[config.mk]
export PLATFORM = sky130hd
export DESIGN_NAME = writeback_regfile
export DESIGN_NICKNAME = d
export VERILOG_FILES = /design/src/rtl/rv64_pkg.sv /design/src/rtl/regfile_bank.sv /design/src/rtl/writeback_regfile.sv
export SDC_FILE = /design/constraint.sdc
export NUM_CORES = 2
export LEC_CHECK = 0
export BUFFER_PORTS_ARGS = -buffer_cell sky130_fd_sc_hd__buf_2
export CAP_MARGIN = 5
export CORE_MARGIN = 1.5
export CORE_UTILIZATION = 61
export CTS_CLUSTER_SIZE = 14
export DETAILED_ROUTE_END_ITERATION = 6
export GPL_TIMING_DRIVEN = 0
export HOLD_SLACK_MARGIN = 0.15
export PLACE_DENSITY_LB_ADDON = 0.12
export SETUP_SLACK_MARGIN = 0.4
export SLEW_MARGIN = 20
export SYNTH_ARGS = -nofsm -noshare
export SYNTH_HDL_FRONTEND = slang
export SYNTH_SLANG_ARGS = --single-unit
[constraint.sdc]
create_clock -name clk -period 4.1 [get_ports clk]
set_clock_uncertainty 0.2 [all_clocks]
set_input_delay 0.41 -clock clk [delete_from_list [all_inputs] [get_ports clk]]
set_output_delay 0.41 -clock clk [all_outputs]
set_load 0.05 [all_outputs]
[src/rtl/rv64_pkg.sv]
// rtl/rv64_pkg.sv - shared widths and constants for the RV64 writeback stage
package rv64_pkg;
  localparam int XLEN = 64;
  localparam int REG_ADDR_W = 5;
  localparam logic [REG_ADDR_W-1:0] REG_X0 = 5'd0;
  localparam int INSTRET_W = 64;
endpackage

[src/rtl/regfile_bank.sv]
// rtl/regfile_bank.sv - integer register array, one sync write port, two async read ports
module regfile_bank
  import rv64_pkg::*;
#(
  parameter int XLEN  = 64,
  parameter int NREGS = 32,
  parameter int AW    = $clog2(NREGS)
) (
  input  logic            clk,
  input  logic            rst,
  input  logic            we,
  input  logic [AW-1:0]   waddr,
  input  logic [XLEN-1:0] wdata,
  input  logic [AW-1:0]   raddr_a,
  input  logic [AW-1:0]   raddr_b,
  output logic [XLEN-1:0] rdata_a,
  output logic [XLEN-1:0] rdata_b
);

  logic [XLEN-1:0] regs [NREGS];

  always_ff @(posedge clk) begin
    if (rst) begin
      for (int i = 0; i < NREGS; i++) regs[i] <= '0;
    end else if (we && (waddr != AW'(REG_X0))) begin
      regs[waddr] <= wdata;
    end
  end

  // x0 reads as zero regardless of what the array slot holds
  assign rdata_a = (raddr_a == AW'(REG_X0)) ? '0 : regs[raddr_a];
  assign rdata_b = (raddr_b == AW'(REG_X0)) ? '0 : regs[raddr_b];

endmodule

[src/rtl/writeback_regfile.sv]
// rtl/writeback_regfile.sv - WB mux, register file commit with write-through bypass, instret
module writeback_regfile
  import rv64_pkg::*;
#(
  parameter int XLEN  = 64,
  parameter int NREGS = 32
) (
  input  logic                  clk,
  input  logic                  rst,
  input  logic [REG_ADDR_W-1:0] wrd,
  input  logic [XLEN-1:0]       wr,
  input  logic [XLEN-1:0]       wd,
  input  logic                  wm2reg,
  input  logic                  wwreg,
  input  logic                  wvalid,
  input  logic [REG_ADDR_W-1:0] rs1,
  input  logic [REG_ADDR_W-1:0] rs2,
  output logic [XLEN-1:0]       qa,
  output logic [XLEN-1:0]       qb,
  output logic [XLEN-1:0]       wbdata,
  output logic [INSTRET_W-1:0]  instret
);

  logic                 we;
  logic                 commit;
  logic [XLEN-1:0]      bank_a;
  logic [XLEN-1:0]      bank_b;
  logic [INSTRET_W-1:0] instret_q;

  assign wbdata = wm2reg ? wd : wr;
  assign we     = wwreg & wvalid & (wrd != REG_X0);
  // a write squashed by reset must not be forwarded either
  assign commit = we & ~rst;

  regfile_bank #(
    .XLEN  (XLEN),
    .NREGS (NREGS),
    .AW    (REG_ADDR_W)
  ) u_bank (
    .clk     (clk),
    .rst     (rst),
    .we      (commit),
    .waddr   (wrd),
    .wdata   (wbdata),
    .raddr_a (rs1),
    .raddr_b (rs2),
    .rdata_a (bank_a),
    .rdata_b (bank_b)
  );

  // commit already excludes wrd==x0, so a matching rs can never be x0 here
  assign qa = (commit && (rs1 == wrd)) ? wbdata : bank_a;
  assign qb = (commit && (rs2 == wrd)) ? wbdata : bank_b;

  always_ff @(posedge clk) begin
    if (rst) begin
      instret_q <= '0;
    end else if (wvalid) begin
      instret_q <= instret_q + INSTRET_W'(1);
    end
  end

  assign instret = instret_q;

endmodule

==> qor.yml <==
initial_utilization_pct: 61.3
layout_commonest_cell: "nor2_1"
fmax_mhz: 227
timing_worst_setup_path_type: "primary input to output pin"
place_ws_ps: -1490
total_power_mw: 56.2
tritoncts: "done"
max-vdd-ir-drop_mv: 0.470
relSlewSlack_pct: 5.18
synth_top_family_by_area: "multiplexers"
die_w_um: 426
fp.dieH_um: 426
power-per-cell-area_nw_per_um2: 434
async_reset_ff_share_pct: 0
seqPwrFrac_pct: 45.2
critPathCaptureType: "output pin"
r2r_end: "instret[31]"
min_path_type: "primary input to register"
fin_tns_setup_ps: -630
register_area_sq_um: 62800
finalCritPeriodShare_pct: 108
grt_pass1_wl_um: 631000
post-route-min-period_ps: 4410
cp_max_fo: 10
worstSkewPairLatency_ps: 900
status: "finished, violations left"
synth_xor_area_share_pct: 0.321
yosysWarnings: 0
internal_power_mw: 40.1
grt_usage_pct: 51.6
hold_viol: 0
dieArea_sq_um: 182000
ant_nets: 0
gp_congestion: 1.04
yosys.area_share.simple_pct: 9.56
synth_fa_ha_area_share_pct: 0.0115
dr.pass1.iters: 7
whs_endpoint: "u_bank.regs[27][31]"
globalRouteOverflowTotal: 0
via_count: 85900
io_buffer_count: 391
rsz0062_at_grt: "yes"
nets: 9075
synth_area_sq_um: 109000
io-pin-count: 404
whs_ps: 137
arrival_ps: 3800
synth_cells: 7986
p_clk_share_pct: 37.3
power.leakage_nw: 47.1
viasPerCell: 7.48
drc: 1
dp_hpwl_um: 334000
yosysSeqAreaShare_pct: 57.5
cts_num_sinks: 2112
antenna_found_initial: 36
clockBufferDepth: 3
synthDistinctLibCells: 62
crit_required_ps: 3490
max_cap_violations: 0
clockRootBuffer: "clkbuf_16"
setup_ws_ps: -310
worstMarginPinSlew_ps: 1420
p_switching_mw: 16.2
clk_pin_slew_ps: 60
ys.flop_type: "edfxtp_1"
row_count: 155
wl_per_cell_um: 41.3
start_kind: "primary input"
first_global_vias: 81300
hold_start: "wr[31]"
grt_max_degree: 44
setup_viol: 4
drt_iter0_markers: 15900
muxShareOfSynthArea_pct: 24.2
mostFrequentLayoutCells: "2135 x nor2_1, 2048 x edfxtp_1, 837 x mux4_2"
postRouteWirelength_um: 475000
fin_util_pct: 72.7
r2r_slack_ps: 1330
syn_avg_cell_area_sq_um: 13.7
synthToLayoutAreaGrowth_pct: 18.5
worstHoldPathCells: 4
multiInputGateArea_sq_um: 45500
numCtsBuffers: 216
reg2reg_depth: 6
comb_power_share_pct: 17.5
synth_edf_count: 2048
ys_ff_latch: 2112
h-tree-depth: 4
slew_violations: 0
violations: "DRC, setup timing"
swShare_pct: 28.7
core_area_sq_um: 178000
crit-reg2reg-launch: "instret[12]"
synth_compound_area_share_pct: 4.98
fill_cells: 11700
drive_gt1_share_pct: 27.9
==> area by class of cell <==
cell class	instances	area share [%]
antenna	25	0.0483
buffer	860	3.82
clock buffer	250	4.36
clock inverter	156	1.32
inverter	69	0.202
multi-input combinational	5008	35.1
sequential	2112	48.5
tap	2355	2.28
timing repair buffer	659	4.38
==> logic make-up (layout without fill, tap and decap cells) <==
| group | after synthesis | after routing |
|---|---|---|
| adders and majority gates | 1 | 1 |
| DFF | 2112 | 2112 |
| and+or+nand+nor | 2602 | 2602 |
| muxes | 1576 | 1576 |
| xor gates and xnor gates | 40 | 40 |
| AOI/OAI and AO/OA | 725 | 725 |
| other | 1 | 89 |
| buffers and inverters | 929 | 1994 |
==> power by group through the flow <==
stage                     Sequential, mW  Combinational (mW)  Clock [mW]
final                               25.4                9.86        21.0
after global routing                25.5                9.77        21.4
after CTS                           25.3                9.06        20.7
after detailed placement            25.8                8.33           0
after global placement              25.8                8.03           0
after floorplan                     25.6                4.98           0
==> timing repair <==
| action | 4_1_cts | 5_1_grt |
|---|---|---|
| endpoints found under the setup margin | 186 | 148 |
| pin swaps | 100 | 109 |
| gates resized for setup | 838 | 248 |
| buffers inserted | 12 | 26 |
| hold endpoints to repair | 626 | 0 |
| hold buffers | 159 | 0 |
==> metal layers <==
| layer | vias to the layer above | wire [um] | track usage [%] |
|---|---|---|---|
| met5 | - | 588 | 1.32 |
| met4 | 34 | 36300 | 32.4 |
| met3 | 1819 | 92300 | 28.6 |
| met2 | 8909 | 197000 | 70.7 |
| met1 | 42800 | 149000 | 62.9 |
| li1 | 32400 | - | - |
==> cell usage after synthesis, types with 74 or more instances <==
master / n / share of area (%)
clkbuf_1: 520 / 1.8
mux4_2: 837 / 17
buf_2: 182 / 0.83
buf_1: 143 / 0.49
nand3_1: 74 / 0.34
o211ai_1: 173 / 1.2
mux2i_1: 591 / 5.4
nor2_1: 2140 / 7.4
a221oi_1: 118 / 0.95
a21oi_1: 99 / 0.45
mux2_2: 137 / 1.4
o221ai_1: 84 / 0.67
nand2_1: 219 / 0.75
edfxtp_1: 2048 / 56
==> worst max path at each step <==
stage	startpoint	endpoint	slack (ps)	cells past startpoint
6_report	rs1[2]	qa[61]	-310	8
5_1_grt	u_bank.regs[18][59]	qa[59]	-70	6
4_1_cts	u_bank.regs[3][34]	qa[34]	190	5
3_5_place_dp	rs2[0]	qb[1]	-1490	9
3_3_place_gp	rs1[2]	qa[63]	-2340	9
2_1_floorplan	wvalid	u_bank.regs[12][0]	670	5
==> registers in the layout, summed over array words and instances (netlist names) <==
signal	count
u_bank.regs	2048
instret	64
==> worst max-delay path, cell delays in order <==
cell,delay [ps]
buf_2,240
clkbuf_4,440
buf_2,470
clkbuf_4,400
nor3b_1,100
o211ai_1,810
o211ai_1,550
buf_4,350
==> through the flow <==
stage / std cells / instance area (sq um)
after global routing: 11500 / 129000
after detailed placement: 10900 / 116000
after global placement: 10800 / 114000
after CTS: 11400 / 128000
after floorplan: 8049 / 109000
final: 11500 / 129000
Note: power is estimated with default switching activity, not from simulation.
